===== src/rtl/uart_tx_arbiter.sv =====
// Round-robin arbiter that lends one UART transmitter to NUM_REQ byte-stream clients,
// holding the grant for a whole message up to a MAX_BURST byte fairness cap.
module uart_tx_arbiter #(
  parameter int NUM_REQ      = 4,
  parameter int MAX_BURST    = 16,
  parameter int BUSY_TIMEOUT = 15
) (
  input  logic                 clk,
  input  logic                 rst_n,
  input  logic [NUM_REQ-1:0]   req,
  input  logic [8*NUM_REQ-1:0] req_data,
  input  logic [NUM_REQ-1:0]   req_last,
  output logic [NUM_REQ-1:0]   grant,
  output logic [NUM_REQ-1:0]   ack,
  output logic                 tx_start,
  output logic [7:0]           tx_data,
  input  logic                 tx_busy,
  output logic                 timeout_err,
  output logic [1:0]           dbg_state
);

  // Handshake: a client raises req[i] with req_data/req_last stable and holds them until
  // the cycle ack[i] is high; it may present its next byte in the cycle after ack.
  localparam int PW = $clog2(NUM_REQ);
  localparam int BW = (MAX_BURST > 0) ? $clog2(MAX_BURST + 1) : 1;
  localparam int TW = (BUSY_TIMEOUT > 1) ? $clog2(BUSY_TIMEOUT) : 1;

  typedef enum logic [1:0] {S_IDLE, S_LOAD, S_WAIT_BUSY, S_WAIT_DONE} state_t;

  state_t               state_q, state_d;
  logic [NUM_REQ-1:0]   grant_q, grant_d;
  logic [PW-1:0]        owner_q, owner_d;
  logic [PW-1:0]        ptr_q, ptr_d;
  logic [7:0]           tx_data_q, tx_data_d;
  logic [BW-1:0]        burst_q, burst_d;
  logic                 last_q, last_d;
  logic [TW-1:0]        tmo_q, tmo_d;
  logic                 tmo_err_q, tmo_err_d;

  logic                 win_found;
  logic [PW-1:0]        win_idx;
  logic [PW-1:0]        win_cand;
  int                   idx;
  logic [PW-1:0]        owner_inc;
  logic                 burst_cap;

  // Descending scan so the last hit wins: that is the requester closest to ptr_q.
  always_comb begin
    win_found = 1'b0;
    win_idx   = '0;
    win_cand  = '0;
    idx       = 0;
    for (int k = NUM_REQ - 1; k >= 0; k--) begin
      idx = int'(ptr_q) + k;
      if (idx >= NUM_REQ) idx = idx - NUM_REQ;
      win_cand = PW'(idx);
      if (req[win_cand]) begin
        win_found = 1'b1;
        win_idx   = win_cand;
      end
    end
  end

  assign owner_inc = (owner_q == PW'(NUM_REQ - 1)) ? '0 : owner_q + 1'b1;
  assign burst_cap = (MAX_BURST != 0) && (burst_q == BW'(MAX_BURST));

  always_comb begin
    state_d   = state_q;
    grant_d   = grant_q;
    owner_d   = owner_q;
    ptr_d     = ptr_q;
    tx_data_d = tx_data_q;
    burst_d   = burst_q;
    last_d    = last_q;
    tmo_d     = tmo_q;
    tmo_err_d = 1'b0;
    case (state_q)
      S_IDLE: begin
        if (!tx_busy && win_found) begin
          grant_d   = '0;
          grant_d[win_idx] = 1'b1;
          owner_d   = win_idx;
          tx_data_d = req_data[8*win_idx +: 8];
          burst_d   = BW'(1);
          last_d    = req_last[win_idx];
          state_d   = S_LOAD;
        end
      end
      S_LOAD: begin
        tmo_d   = '0;
        state_d = S_WAIT_BUSY;
      end
      S_WAIT_BUSY: begin
        // A busy rise on the same edge as the timeout takes priority.
        if (tx_busy) begin
          state_d = S_WAIT_DONE;
        end else if (tmo_q == TW'(BUSY_TIMEOUT - 1)) begin
          tmo_err_d = 1'b1;
          grant_d   = '0;
          ptr_d     = owner_inc;
          state_d   = S_IDLE;
        end else begin
          tmo_d = tmo_q + 1'b1;
        end
      end
      S_WAIT_DONE: begin
        if (!tx_busy) begin
          if (last_q || !req[owner_q] || burst_cap) begin
            grant_d = '0;
            ptr_d   = owner_inc;
            state_d = S_IDLE;
          end else begin
            tx_data_d = req_data[8*owner_q +: 8];
            last_d    = req_last[owner_q];
            burst_d   = (burst_q == {BW{1'b1}}) ? burst_q : burst_q + 1'b1;
            state_d   = S_LOAD;
          end
        end
      end
      default: state_d = S_IDLE;
    endcase
  end

  always_ff @(posedge clk or negedge rst_n) begin
    if (!rst_n) begin
      state_q   <= S_IDLE;
      grant_q   <= '0;
      owner_q   <= '0;
      ptr_q     <= '0;
      tx_data_q <= 8'h00;
      burst_q   <= '0;
      last_q    <= 1'b0;
      tmo_q     <= '0;
      tmo_err_q <= 1'b0;
    end else begin
      state_q   <= state_d;
      grant_q   <= grant_d;
      owner_q   <= owner_d;
      ptr_q     <= ptr_d;
      tx_data_q <= tx_data_d;
      burst_q   <= burst_d;
      last_q    <= last_d;
      tmo_q     <= tmo_d;
      tmo_err_q <= tmo_err_d;
    end
  end

  assign tx_start    = (state_q == S_LOAD);
  assign ack         = tx_start ? grant_q : '0;
  assign grant       = grant_q;
  assign tx_data     = tx_data_q;
  assign timeout_err = tmo_err_q;
  assign dbg_state   = state_q;

endmodule


===== config.mk =====
export PLATFORM = sky130hd
export DESIGN_NAME = uart_tx_arbiter
export DESIGN_NICKNAME = d
export VERILOG_FILES = /design/src/rtl/uart_tx_arbiter.sv
export SDC_FILE = /design/constraint.sdc
export NUM_CORES = 1
export LEC_CHECK = 0
export ABC_AREA = 1
export BUFFER_PORTS_ARGS = -buffer_cell sky130_fd_sc_hd__buf_2
export CAP_MARGIN = 15
export CORE_UTILIZATION = 55
export CTS_CLUSTER_DIAMETER = 80
export DETAILED_ROUTE_END_ITERATION = 10
export PLACE_DENSITY = 0.91
export SETUP_SLACK_MARGIN = 0.15
export SYNTH_ARGS = -nofsm -noshare
export SYNTH_HDL_FRONTEND = slang
export SYNTH_SLANG_ARGS = --single-unit

===== constraint.sdc =====
create_clock -name clk -period 3.88 [get_ports clk]
set_input_delay 0.776 -clock clk [delete_from_list [all_inputs] [get_ports clk]]
set_output_delay 0.776 -clock clk [all_outputs]
set_load 0.05 [all_outputs]

== After elaboration in Yosys (flattened, before gate mapping) ==
Index checks and enable logic that the tools add are counted.

* Input port bits: 43
* Register bits after elaboration: 29
* Word-level logic and storage cells: 132

* Shifts and indexed selects: 2
* Eq/ne operators: 16
* $add $sub $neg: 10
* Mux-type cells: 66
* Order comparisons: 11
* Reductions and logical operators: 18

{| class="wikitable"
|+ Operators with widths
! operator !! number
|-
| $shiftx 32x6->8 || 2
|-
| $mux 2 || 17
|-
| $mux 4 || 8
|-
| $mux 8 || 3
|-
| $mux 5 || 4
|-
| $mux 1 || 19
|-
| $lt 2x3->1 const B || 6
|-
| $ne 2x2->1 const B || 8
|-
| $pmux 8 s2 || 1
|-
| $bmux 1 s2 || 7
|-
| $pmux 4 s3 || 1
|-
| $eq 5x5->1 const B || 2
|-
| $pmux 5 s2 || 1
|-
| $reduce_and 5->1 || 2
|-
| $ge 3x3->1 const B || 3
|-
| $pmux 2 s4 || 1
|-
| $pmux 4 s2 || 1
|-
| $sub 2x1->2 const B || 4
|-
| $add 2x2->3 const B || 2
|-
| $eq 2x2->1 const B || 3
|-
| $reduce_and 3->1 || 2
|-
| $reduce_and 6->1 || 1
|-
| $reduce_bool 2->1 || 3
|-
| $add 5x1->5 const B || 1
|-
| other kinds (18) || 21
|}

== Depth between registers and ports, before layout ==
* Word-level depth: 15
* Gate-level depth with buffers: 14
* Gate-level depth less buffers: 14

== Least setup slack after synthesis ==
OpenSTA, ideal clock, no wires.

* Path kind: reg2out
* Start: reg state_q[0] (netlist: dbg_state[0])
* End: out ack[0]
* Arrival time: 2,465 ps
* Data required time: 3,104 ps
* Path slack: 639 ps
* Stages on the path, launching flop included: 5
* Cell sequence: dfrtp_1 > inv_1 > nor2_1 > inv_1 > nor2_1

* Longest elaborated chain between the ends: 2

{| class="wikitable"
|+ RTL lines
! element !! RTL line !! source
|-
| start: declaration || 30 || <nowiki>state_t state_q, state_d;</nowiki>
|-
| start signal: assignment || 136 || <nowiki>state_q <= state_d;</nowiki>
|-
| $eq 2x1->1 || 148 || <nowiki>assign tx_start = (state_q == S_LOAD);</nowiki>
|-
| via tx_start || 15 || <nowiki>output logic tx_start,</nowiki>
|-
| $mux 4 || 149 || <nowiki>assign ack = tx_start ? grant_q : '0;</nowiki>
|-
| end: declaration || 14 || <nowiki>output logic [NUM_REQ-1:0] ack,</nowiki>
|}

The timed path passes the listed nets, and every way through them passes these cells.

== Worst setup path after layout ==
* Start: reg ptr_q[0]
* End: reg burst_q[3]

* Longest elaborated chain between the ends: 12
* Elaborated cells between the ends (all ways): 30
* Classes of those cells: add/sub: 7; order compare: 4; eq/ne: 1; mux: 16; reduce/logical: 2

{| class="wikitable"
|+ RTL lines
! element !! RTL line !! source
|-
| start: declaration || 33 || <nowiki>logic [PW-1:0] ptr_q, ptr_d;</nowiki>
|-
| start signal: assignment || 139 || <nowiki>ptr_q <= ptr_d;</nowiki>
|-
| $add 2x2->3 || 54 || <nowiki>idx = int'(ptr_q) + k;</nowiki>
|-
| $ge 3x3->1 or $sub 2x1->2 (tied branches) || 55 || <nowiki>if (idx >= NUM_REQ) idx = idx - NUM_REQ;</nowiki>
|-
| $mux 2 || 55 ||
|-
| $bmux 1 s2 || 57 || <nowiki>if (req[win_cand]) begin</nowiki>
|-
| $mux 1 (implied by the code) || 57 ||
|-
| $mux 1 (3 in a row) || 57 ||
|-
| $mux 1 * || 57 ||
|-
| $logic_and 1x1->1 * || 79 || <nowiki>if (!tx_busy && win_found) begin</nowiki>
|-
| $ne 2x2->1 (no line) * || - ||
|-
| $reduce_and 5->1 (no line) * || - ||
|-
| end signal: assignment || 141 || <nowiki>burst_q <= burst_d;</nowiki>
|-
| end: declaration || 35 || <nowiki>logic [BW-1:0] burst_q, burst_d;</nowiki>
|}

Mark *: on every way between the ends. The rest lies on a longest branch, timed or not. The select of a mux whose other input is x is not followed.
A chain may end at the register's enable or synchronous reset.

==> results.toml <==
[logic_synthesis]
ys_async_sr_fraction_pct = 100.0
syn_avg_cell_area_sq_um = 7.029
post-synth-top-area-cell = "sky130_fd_sc_hd__dfrtp_1"
yosys_most_used_dff = "sky130_fd_sc_hd__dfrtp_1"
count_of_warnings_emitted_by_yosys = 0
synth-seq-cells = 29
synth_enable_flop_cells = 0
synth_cell_type_count = 29
synthDominantCellAreaShare_pct = 35.24
syn-instance-count = 293
syn-cell-area_sq_mm = 0.002059
synth_area_leaders = "sky130_fd_sc_hd__dfrtp_1 (35%), sky130_fd_sc_hd__nand2_1 (15%), sky130_fd_sc_hd__nand3_1 (13%)"
synth_most_common_cell = "sky130_fd_sc_hd__nand2_1"
synth_fp_nets = 342
synth_commonest_cells = "sky130_fd_sc_hd__nand2_1 (85), sky130_fd_sc_hd__nand3_1 (55), sky130_fd_sc_hd__dfrtp_1 (29), sky130_fd_sc_hd__inv_1 (29), sky130_fd_sc_hd__nor2_1 (20)"
synth-seq-area-share_pct = 35.24

[die]
die-width_um = 63.19
boundaryPins = 63
die_area_sq_mm = 0.003993
initial_utilization_pct = 59.38
fp-row-count = 21
chipHeight_um = 63.19
design.core.area_sq_mm = 0.003468

[drt]
wl_um = 4717
detail-route-antenna-nets = 0
vias = 2099
top_layer = "met4"
post-route-drc-count = 0
drt-initial-drc-count = 129
detailedRoute.firstPassIterationCount = 5
wl_per_cell_um = 11.70
wl_met3_um = 232
vias_per_cell = 5.208
met2WireLength_um = 2214
drt-met1-wl_um = 2216

[clock_tree]
clock_sinks = 29
tritoncts = "yes"
count_of_cells_resized_by_post_cts_repair = 0
cts_htree_levels = 2
cts.path.max_buffers = 2
post_cts_buffers = 0
cts.hold.buffers_added = 0
clock_tree.root_cell = "sky130_fd_sc_hd__clkbuf_8"
cts_inserted_buffers = 5
path_clk_slew_ps = 60
clock_insertion_delay_worst_skew_ps = 280

[timing]
finalSetupTns_ps = 0
timing_hold_violations_final = 0
rsz0062_at_grt = "no"
final_min_period_over_clock_period_pct = 60.50
worst_hold_slack_ps = 469.4
drv_slew = 0
skew_ps = 3.287
setup_viol_count_final = 0
min_period_ps = 2347
timing.slew.headroom_pct = 57.98
timing.final.ws_setup_ps = 1533
timing.fmax_ghz = 0.4260
tightest_slew_ps = 630.3

[finish]
fin_area_sq_mm = 0.002462
final_util_pct = 71.00
area_growth_pct = 19.56
stdcell_count = 403
insertedDiodeCount = 0
drive_gt1_share_pct = 26.33
finalNetCount = 405

[power]
net_switching_power_mw = 1.417
sequentialPowerShare_pct = 22.7
p_per_area_mw_per_mm2 = 990.3
pwr-share-comb_pct = 67.6
pwr-share-clk_pct = 9.7
power.internal_mw = 1.022
irDropWorstVdd_uv = 441.1
power_leakage_nw = 1.354
finalPower_mw = 2.439
p_sw_share_pct = 58.10

[global_route]
antenna_found_initial = 0
groute.usage.overall_pct = 24.55
first_global_vias = 1785
grt_max_degree = 30
grt_pass1_wl_um = 7707
overflow = 0

[placed_design]
port_buffers = 62
dp_hpwl_um = 3639
place_ws_ps = 1418
place_inst = 395
postPlaceCellArea_sq_mm = 0.002380
gpl.final_weighted_congestion = 0.9060

[setup_path]
crit_path_start_kind = "register"
timing.reg2reg.setup_slack_ps = 1530
r2r-start = "ptr_q[0]"
setup.worst_path.class = "reg -> reg"
end_kind = "register"
r2r.worst_path.cells = 14
worstReg2RegEnd = "burst_q[3]"
worst-endpoint-required_ps = 4080
timing.critical_path.fanout_max = 12
arrival_ps = 2550

[hold_path]
holdPathStages = 1
hp-start = "tmo_q[3]"
worst_hold_path.endpoint = "tmo_q[3]"
min_path_type = "reg -> reg"

[job]
cap_viol_max_count = 0

[outcome]
outcome = "complete, no violations"
-- cells by family (layout without fill, tap and decap cells) --
logic type | count (synthesis) | after routing | share of synthesized area (%)
and+or+nand+nor | 187 | 187 | 43.50
buffers and inverters | 38 | 102 | 8.141
AOI/OAI and AO/OA | 31 | 31 | 8.627
DFF | 29 | 29 | 35.24
adders and majority gates | 6 | 6 | 3.645
xor gates and xnor gates | 2 | 2 | 0.8507
-- worst max-delay path: stages (launching register included) --
cell and delay [ps]:
sky130_fd_sc_hd__dfrtp_1 670, sky130_fd_sc_hd__inv_1 160, sky130_fd_sc_hd__nand2_1 90, sky130_fd_sc_hd__nand2_1 70, sky130_fd_sc_hd__nand2_2 100, sky130_fd_sc_hd__nand2_1 60
sky130_fd_sc_hd__inv_1 60, sky130_fd_sc_hd__nand3b_1 80, sky130_fd_sc_hd__o21ai_2 150, sky130_fd_sc_hd__nand2_2 80, sky130_fd_sc_hd__nand2_1 290, sky130_fd_sc_hd__inv_2 170
sky130_fd_sc_hd__nand2_4 140, sky130_fd_sc_hd__nand2_1 70, sky130_fd_sc_hd__o21ai_0 80
-- power groups by stage --
stage / Sequential (mW) / Combinational, mW / Clock (mW)
final: 0.554 / 1.65 / 0.237
after detailed placement: 0.556 / 1.64 / 0
after CTS: 0.552 / 1.64 / 0.239
after global placement: 0.555 / 1.61 / 0
after floorplan: 0.748 / 1.16 / 0
after global routing: 0.570 / 1.83 / 0.250
-- layout make-up --
cell class	instances	area, sq um
Clock buffer	6	72.57
Clock inverter	2	10.01
Fill cell	296	1006
Inverter	32	120.1
Multi-Input combinational cell	226	1166
Sequential cell	29	725.7
Tap cell	46	57.56
Timing Repair Buffer	62	310.3
-- worst max path at each step --
stage / startpoint / end / slack, ps / cells after the start
2_1_floorplan: dbg_state[0] / ack[0] / 640 / 4
3_3_place_gp: req[3] / burst_q[0] / 1540 / 13
6_report: ptr_q[0] / burst_q[3] / 1530 / 14
4_1_cts: ptr_q[0] / burst_q[4] / 1540 / 14
3_5_place_dp: req[3] / burst_q[3] / 1420 / 14
5_1_grt: ptr_q[0] / burst_q[4] / 1270 / 14
-- layout by cell type (no fill, tap or decap), drive strengths merged --
| master | n |
|---|---|
| nand2 | 97 |
| buf | 62 |
| nand3 | 60 |
| inv | 31 |
| dfrtp | 29 |
| o21ai | 21 |
| nor2 | 20 |
| a21oi | 8 |
| ha | 6 |
| clkbuf | 6 |
| nor3 | 5 |
| clkinv | 3 |
| nand3b | 2 |
| xor2 | 1 |
| or2 | 1 |
| xnor2 | 1 |
| nand4 | 1 |
| o31ai | 1 |
| o22ai | 1 |
| and3 | 1 |
-- state kept, by name, indices dropped and copies added (netlist names) --
| signal | count |
|---|---|
| tmo_q | 4 |
| timeout_err | 1 |
| ptr_q | 2 |
| tx_data | 8 |
| grant | 4 |
| burst_q | 5 |
| last_q | 1 |
| dbg_state | 2 |
| owner_q | 2 |
-- layer usage --
layer / global-route usage [%] / vias up
met4: 8.807 / 0
li1: - / 1082
met1: 32.68 / 951
met2: 39.38 / 61
met3: 5.072 / 5
met5: 0 / -
Power figures use the tool's default switching activity.
